`config.mk`:
```
export PLATFORM = sky130hd
export DESIGN_NAME = apb_slave_regfile_flat
export DESIGN_NICKNAME = d
export VERILOG_FILES = /design/src/rtl/apb_slave_regfile_if.sv /design/src/rtl/apb_slave_regfile.sv /design/src/flat_wrapper.sv
export SDC_FILE = /design/constraint.sdc
export NUM_CORES = 1
export LEC_CHECK = 0
export ABC_CLOCK_PERIOD_IN_PS = 2600
export CAP_MARGIN = 20
export CORE_ASPECT_RATIO = 0.5
export CORE_MARGIN = 2
export CORE_UTILIZATION = 35
export DETAILED_ROUTE_END_ITERATION = 10
export GPL_ROUTABILITY_DRIVEN = 0
export PLACE_DENSITY_LB_ADDON = 0.25
export SLEW_MARGIN = 40
export SYNTH_ARGS = -nofsm -noshare
export SYNTH_HDL_FRONTEND = slang
export SYNTH_SLANG_ARGS = --single-unit
export TNS_END_PERCENT = 50
```
`constraint.sdc`:
```
create_clock -name PCLK -period 2.6 [get_ports PCLK]
set_clock_uncertainty 0.1 [all_clocks]
set_input_delay 0.65 -clock PCLK [delete_from_list [all_inputs] [get_ports PCLK]]
set_output_delay 0.65 -clock PCLK [all_outputs]
set_load 0.02 [all_outputs]
```
`src/rtl/apb_slave_regfile_if.sv`:
```
// APB bus bundle between the SoC APB master and the register-file completer.
// PSEL/PENABLE/PREADY handshake: a transfer completes in the cycle where
// PSEL && PENABLE && PREADY are all high. Address, direction, write data and
// strobes must be held stable by the master until that cycle.
interface apb_slave_regfile_if;
  logic        PSEL;
  logic        PENABLE;
  logic        PWRITE;
  logic [31:0] PADDR;
  logic [31:0] PWDATA;
  logic [3:0]  PSTRB;
  logic        PREADY;
  logic [31:0] PRDATA;
  logic        PSLVERR;

  modport master (
    output PSEL, PENABLE, PWRITE, PADDR, PWDATA, PSTRB,
    input  PREADY, PRDATA, PSLVERR
  );

  modport slave (
    input  PSEL, PENABLE, PWRITE, PADDR, PWDATA, PSTRB,
    output PREADY, PRDATA, PSLVERR
  );
endinterface

```
`src/rtl/apb_slave_regfile.sv`:
```
// APB completer exposing NUM_REGS 32-bit registers. Register 0 is a constant
// ID word; the others are byte-lane writable. A fixed number of wait states
// precedes PREADY, bad accesses answer with PSLVERR, and every committed write
// raises a one-cycle pulse for the affected register towards the peripheral.
module apb_slave_regfile #(
  parameter int          NUM_REGS    = 8,
  parameter logic [31:0] BASE_ADDR   = 32'h0000_0000,
  parameter int          WAIT_CYCLES = 1,
  parameter logic [31:0] ID_VALUE    = 32'hA9B0_0001
) (
  input  logic                   PCLK,
  input  logic                   PRESETn,
  apb_slave_regfile_if.slave     apb,
  output logic [NUM_REGS*32-1:0] regs_o,
  output logic [NUM_REGS-1:0]    wr_pulse_o,
  output logic [1:0]             fsm_state_o
);

  localparam int          IDX_W     = $clog2(NUM_REGS);
  localparam logic [31:0] SPAN      = 32'(NUM_REGS * 4);
  localparam logic [3:0]  WAIT_INIT = 4'(WAIT_CYCLES);

  typedef enum logic [1:0] {
    S_IDLE = 2'd0,
    S_WAIT = 2'd1,
    S_DONE = 2'd2
  } state_t;

  state_t      state_q;
  logic [3:0]  cnt_q;
  logic [31:0] regs_q [1:NUM_REGS-1];

  logic             setup_phase;
  logic             complete;
  logic [31:0]      offset;
  logic             addr_ok;
  logic [IDX_W-1:0] idx;
  logic             err;
  logic             commit;
  logic [31:0]      rd_word;

  // Address decode, error classification and completion qualifiers.
  always_comb begin
    setup_phase = apb.PSEL && !apb.PENABLE;
    complete    = (state_q == S_DONE) && apb.PSEL && apb.PENABLE;
    offset      = apb.PADDR - BASE_ADDR;
    addr_ok     = (apb.PADDR >= BASE_ADDR) && (offset < SPAN) &&
                  (apb.PADDR[1:0] == 2'b00);
    idx         = offset[IDX_W+1:2];
    // Writing the ID register with any lane enabled is refused; an empty
    // strobe there is a harmless no-op.
    err         = !addr_ok ||
                  (apb.PWRITE && (idx == '0) && (apb.PSTRB != 4'b0000));
    commit      = complete && apb.PWRITE && !err && (apb.PSTRB != 4'b0000);
    // regs_o already carries the ID word in slot 0, so it doubles as read mux.
    rd_word     = regs_o[{idx, 5'b00000} +: 32];
  end

  // Bus response: only meaningful in the completing cycle, zero elsewhere.
  always_comb begin
    apb.PREADY  = complete;
    apb.PSLVERR = complete && err;
    apb.PRDATA  = (complete && !apb.PWRITE && !err) ? rd_word : 32'h0;
  end

  // Transfer FSM: counts wait states, then holds DONE until the access ends.
  always_ff @(posedge PCLK or negedge PRESETn) begin
    if (!PRESETn) begin
      state_q <= S_IDLE;
      cnt_q   <= 4'd0;
    end else begin
      case (state_q)
        S_IDLE: begin
          if (setup_phase) begin
            cnt_q   <= WAIT_INIT;
            state_q <= (WAIT_INIT != 4'd0) ? S_WAIT : S_DONE;
          end
        end
        S_WAIT: begin
          if (!apb.PSEL) begin
            state_q <= S_IDLE;
          end else if (apb.PENABLE) begin
            cnt_q <= cnt_q - 4'd1;
            if (cnt_q <= 4'd1) state_q <= S_DONE;
          end
        end
        S_DONE: begin
          if (!apb.PSEL) begin
            state_q <= S_IDLE;
          end else if (!apb.PENABLE) begin
            // Master went straight to a new setup phase: restart the count.
            cnt_q   <= WAIT_INIT;
            state_q <= (WAIT_INIT != 4'd0) ? S_WAIT : S_DONE;
          end else begin
            state_q <= S_IDLE;
          end
        end
        default: state_q <= S_IDLE;
      endcase
    end
  end

  // Register bank update with byte-lane strobes and the per-register pulse.
  always_ff @(posedge PCLK or negedge PRESETn) begin
    if (!PRESETn) begin
      for (int k = 1; k < NUM_REGS; k++) regs_q[k] <= 32'h0;
      wr_pulse_o <= '0;
    end else begin
      wr_pulse_o <= '0;
      for (int k = 1; k < NUM_REGS; k++) begin
        if (commit && (idx == IDX_W'(k))) begin
          wr_pulse_o[k] <= 1'b1;
          for (int b = 0; b < 4; b++) begin
            if (apb.PSTRB[b]) regs_q[k][8*b +: 8] <= apb.PWDATA[8*b +: 8];
          end
        end
      end
    end
  end

  assign regs_o[31:0] = ID_VALUE;
  for (genvar k = 1; k < NUM_REGS; k++) begin : g_regs_out
    assign regs_o[32*k +: 32] = regs_q[k];
  end

  assign fsm_state_o = state_q;

endmodule

```
`src/flat_wrapper.sv`:
```
// flat-port wrapper written by rule: the top's interface ports become plain ports
module apb_slave_regfile_flat 
#(
  parameter int          NUM_REGS    = 8,
  parameter logic [31:0] BASE_ADDR   = 32'h0000_0000,
  parameter int          WAIT_CYCLES = 1,
  parameter logic [31:0] ID_VALUE    = 32'hA9B0_0001
)
  (PCLK, PRESETn, regs_o, wr_pulse_o, fsm_state_o, apb_PSEL, apb_PENABLE, apb_PWRITE, apb_PADDR, apb_PWDATA, apb_PSTRB, apb_PREADY, apb_PRDATA, apb_PSLVERR);
  apb_slave_regfile_if apb_i ();
  input  logic PCLK;
  input  logic PRESETn;
  output logic [NUM_REGS*32-1:0] regs_o;
  output logic [NUM_REGS-1:0] wr_pulse_o;
  output logic [1:0] fsm_state_o;
  input wire logic [$bits(apb_i.PSEL)-1:0] apb_PSEL;
  input wire logic [$bits(apb_i.PENABLE)-1:0] apb_PENABLE;
  input wire logic [$bits(apb_i.PWRITE)-1:0] apb_PWRITE;
  input wire logic [$bits(apb_i.PADDR)-1:0] apb_PADDR;
  input wire logic [$bits(apb_i.PWDATA)-1:0] apb_PWDATA;
  input wire logic [$bits(apb_i.PSTRB)-1:0] apb_PSTRB;
  output wire logic [$bits(apb_i.PREADY)-1:0] apb_PREADY;
  output wire logic [$bits(apb_i.PRDATA)-1:0] apb_PRDATA;
  output wire logic [$bits(apb_i.PSLVERR)-1:0] apb_PSLVERR;
  assign apb_i.PSEL = apb_PSEL;
  assign apb_i.PENABLE = apb_PENABLE;
  assign apb_i.PWRITE = apb_PWRITE;
  assign apb_i.PADDR = apb_PADDR;
  assign apb_i.PWDATA = apb_PWDATA;
  assign apb_i.PSTRB = apb_PSTRB;
  assign apb_PREADY = apb_i.PREADY;
  assign apb_PRDATA = apb_i.PRDATA;
  assign apb_PSLVERR = apb_i.PSLVERR;
  apb_slave_regfile #(.NUM_REGS(NUM_REGS), .BASE_ADDR(BASE_ADDR), .WAIT_CYCLES(WAIT_CYCLES), .ID_VALUE(ID_VALUE)) u_core (.PCLK(PCLK), .PRESETn(PRESETn), .apb(apb_i), .regs_o(regs_o), .wr_pulse_o(wr_pulse_o), .fsm_state_o(fsm_state_o));
endmodule
```
* Yosys cells after proc, flatten, opt, wreduce, memory -nomap -nowiden
Index checks and enable logic that the tools add are counted.
** Word-level totals
- Input port bits :: 73
- Register bits :: 237
- Logic and storage cells :: 133
** Cells by class
- Mux-type cells :: 21
- Reduce and logical (&&, ||, !) cells :: 60
- Order comparisons :: 3
- Equal/unequal tests :: 16
- Shifts and indexed selects :: 1
- Add/sub/neg operators :: 1
** Operators by type and width (count)
- 256-bit by 9-bit variable part select with 32-bit output :: 1
- 2-bit AND reduction :: 28
- 32-bit by 1-bit >= comparator with 1-bit output (second input constant) :: 1
- 32-bit by 6-bit less-than comparator with 1-bit output (second input constant) :: 1
- 32-bit two-way mux :: 1
- 1-bit logical AND :: 20
- 4-bit two-way mux :: 5
- 3-bit equality test (second input constant) :: 4
- 4-bit case mux with 3 select lines :: 1
- 2-bit two-way mux :: 5
- 1-bit two-way mux :: 8
- 2-bit != test (second input constant) :: 4
- 3-bit by 2-bit equality test with 1-bit output (second input constant) :: 2
- 2-bit case mux with 3 select lines :: 1
- 6-bit AND reduction :: 1
- 4-bit by 1-bit <= comparator with 1-bit output (second input constant) :: 1
- 1-bit logical NOT :: 4
- 2-bit logical NOT :: 2
- 4-bit nonzero test :: 1
- 4-bit by 1-bit subtractor with 4-bit output (second input constant) :: 1
- 3-bit by 1-bit equality test with 1-bit output (second input constant) :: 1
- 3-bit logical NOT :: 1
- 3-bit by 2-bit != test with 1-bit output (second input constant) :: 1
- 3-bit != test (second input constant) :: 1
- other kinds (6) :: 6

* Logic depth before layout (Yosys ltp)
- Depth after elaboration :: 10
- Gate-level depth with buffers :: 7

* Least setup slack after synthesis
No wires, ideal clock.
- Kind :: input to output
- Start :: input port apb_PADDR[15]
- End :: output port apb_PRDATA[10]
- Data arrival time :: 2.362 ns
- Stages on the path :: 6
- Path buffers :: 2
- Slack :: -0.512 ns
- Required time :: 1.850 ns
- Path through :: nor4_1 -> nand4_1 -> or4_1 -> clkbuf_1 -> buf_2 -> nor3_1
** On the way
- Word-level cells in the longest chain between the ends :: 8
- Elaborated cells on any way between the ends :: 9
** RTL lines
- from (decl) :: line flat_wrapper.sv:19 : input wire logic [$bits(apb_i.PADDR)-1:0] apb_PADDR;
- 32-bit by 1-bit >= comparator with 1-bit output or 32-bit by 6-bit less-than comparator with 1-bit output (tied branches) :: line apb_slave_regfile.sv:47 : addr_ok = (apb.PADDR >= BASE_ADDR) && (offset < SPAN) &&
- 1-bit logical AND * (2 in series) :: line apb_slave_regfile.sv:47
- 1-bit logical NOT * :: line apb_slave_regfile.sv:52 : err = !addr_ok ||
- 1-bit logical OR * :: line apb_slave_regfile.sv:52
- 1-bit logical NOT * :: line apb_slave_regfile.sv:63 : apb.PRDATA = (complete && !apb.PWRITE && !err) ? rd_word : 32'h0;
- 1-bit logical AND * :: line apb_slave_regfile.sv:63
- 32-bit two-way mux * :: line apb_slave_regfile.sv:63
- to (decl) :: line flat_wrapper.sv:23 : output wire logic [$bits(apb_i.PRDATA)-1:0] apb_PRDATA;
Mark *: on every way between the ends. The rest lies on a longest branch, timed or not.

* Worst setup path in the final report
- Start :: input port apb_PADDR[12]
- End :: output port apb_PRDATA[28]
Same word-level chain as after synthesis.

==> reports/metrics.cfg <==
[timing]
clock.fmax_ghz=0.312
setup_ws_ns=-0.608
finalHoldViolations=0
finalCritPeriodShare_pct=123
final-max-slew-violation-count=0
finalSetupTns_ns=-16.42
worstMarginPinSlew_ns=0.771
setup_violations=33
fin_crit_ns=3.21
slew-limit-headroom_pct=48.6
rsz0062_at_grt=true

[die]
die-area_um2=35000
coreArea_um2=33000
start_util_pct=35.5
die_h_um=133
num_io_pins=373
dieWidth_um=263
rows=47

[placement]
dpl-instance-area_um2=17000
io_buffers=339
post-place-ws_ns=-1.34
dp_hpwl_um=28500

[clock_network]
cts_buffers=24
htreeDepth=1
clock_sinks=237
clock_latency_ns=0.53
clock_path_buffers=3
cts_tree=built
clk_pin_slew_ns=0.06
cts-root-buf=clkbuf_16

[critical_path]
end_kind=output port
reg2reg_to=u_core.regs_o[42]
arrival_ns=2.46
required_ns=1.85
ff2ff_path_depth=9
critical_path.max_stage_delay_ns=0.64
critPathLaunch=apb_PADDR[12]
cp-start-kind=input pin
cp_max_fo=5
r2r_start=u_core.fsm_state_o[0]
cp_cell_sequence=buf_2 -> nor4_4 -> nand4_1 -> or4_4 -> buf_12 -> buf_16 -> nor3_4 -> buf_6
slowest_stage=or4_4
path_class=input pin to output port
ff2ff_setup_slack_ns=0.28

[synthesis]
synth_commonest_cells=mux2_2, dfrtp_1, buf_4, nand4_1
ys_types=37
synth-edff-count=0
synth.most_common_cell=mux2_2
ys_seq_area_share_pct=50.7
ys.flop_type=dfrtp_1
synth_top_area_share_pct=50.7
synth.avg_cell_area_um2=13.9
yosysWarnings=0
ys_ff_latch=237
synthArstFlopShare_pct=100
yosysTopAreaCell=dfrtp_1
syn_inst=844
syn_area_um2=11700
synthTopCellsByArea=dfrtp_1, mux2_2, mux4_2, nor3_4, a221oi_1

[layout]
utilization_pct=55.4
multiInputGateArea_um2=5790
ff_latch_area_um2=5930
num-fill-cells=2720
area_growth_pct=56.2
stdcell_area_um2=18300
drive_gt1_share_pct=44.0
diodes=0
finalNetCount=1373

[detailed_routing]
postRouteAntennaNets=0
drt_iter0_drc=439
drt_wl_total_um=39900
drc_errors=0
wire_per_inst_um=22.7
drt-met1-wl_um=16700
top_layer_used=met4
met2_length_um=20500
vias=9138
via_per_inst=5.20
met3_length_um=1350
drt_pass1_iterations=4

[pwr]
vdd_drop_max_uv=397
p_leak_nw=8.49
total_power_mw=8.27
cellPowerDensity_nw_per_um2=452

[global_routing]
grt_max_degree=68
grt_pass1_wl_um=61000
grtUsageTotal_pct=22.5
first_global_vias=9721
grt-ovfl-total=0
antenna_found_initial=0

[outcome]
violations=setup timing
outcome=finished with violations

[worst_hold_path]
hold_depth=1
min_path_type=flip-flop to flip-flop
worstHoldStart=u_core.cnt_q[1]
hold_end=u_core.cnt_q[1]

[job]
drv_cap=0

[sequential cells by signal (all words and copies together) (netlist names)]
| register | count |
|---|---|
| u_core.regs_o | 224 |
| u_core.fsm_state_o | 2 |
| u_core.cnt_q | 4 |
| u_core.wr_pulse_o | 7 |
[per-stage QoR]
step | hold slack [ns] | cells
detailed placement | 0.394 | 1699
finish | 0.419 | 1757
CTS | 0.418 | 1759
global route | 0.442 | 1757
floorplan | 0.254 | 875
global placement | 0.408 | 1699
[metal layers]
layer  GRT usage (%)  vias up
li1                -     4037
met1            28.6     4798
met2            39.7      227
met3            3.51       76
met4            7.06        0
met5               0        -
[placed cells by master, fill, tap and decap left out, types with 6 or more instances in the layout]
cell type	instances
buf_6	41
buf_2	7
clkdlybuf4s15_1	8
nand4_1	33
clkbuf_16	27
buf_12	42
a221oi_1	32
clkdlybuf4s50_1	270
conb_1	33
and2_1	6
mux2i_1	12
inv_1	13
mux4_2	32
nor3_4	47
buf_4	87
dfrtp_1	237
nand2_1	7
nor2b_1	28
nor2_1	9
dlygate4sd2_1	13
a21oi_1	9
nor2_4	7
mux2_2	247
clkinv_2	8
[worst max-delay path by stage]
stage / end / cells past startpoint
2_1_floorplan: apb_PRDATA[10] / 6
3_3_place_gp: apb_PRDATA[7] / 7
3_5_place_dp: apb_PRDATA[28] / 7
4_1_cts: apb_PRDATA[28] / 8
5_1_grt: apb_PRDATA[17] / 8
6_report: apb_PRDATA[28] / 8
[cell families (layout without fill, tap and decap cells)]
logic type      after synthesis  count (layout)  share of synthesized area (%)
other cells                   2              33                         0.0642
fa+ha+maj                     2               2                          0.214
simple gates                166             166                           10.1
mux                         291             291                           30.9
flops                       237             237                           50.7
compound gates               52              52                           3.46
buf+inv                      94             535                           4.53
[worst max-delay path: cells and delay by family]
family | cells | cell delay (ns)
buf+inv | 4 | 0.58
simple gates | 4 | 1.21
[what timing repair did]
| item | 4_1_cts | 5_1_grt |
|---|---|---|
| endpoints found under the hold margin | 39 | 0 |
| hold buffers | 1 | 0 |
| setup endpoints to repair | 34 | 257 |
| resized for setup | 285 | 20 |
| buffers inserted | 14 | 1 |
| cloned | 3 | 2 |
| pin swaps | 55 | 5 |
[layout make-up]
cell class	count	area share (%)
clock buffer	28	3.65
clock inverter	16	1.18
tap	441	3.02
sequential	237	32.5
multi-input combinational	544	31.7
timing repair buffer	477	27.7
inverter	14	0.288
[where the power goes]
group          switching, mW  leakage [nW]  internal (mW)
logic                  0.423          4.74          0.295
registers             0.0142          3.31           3.70
clock network           1.50         0.440           2.34
Note: power is estimated with default switching activity, not from simulation.
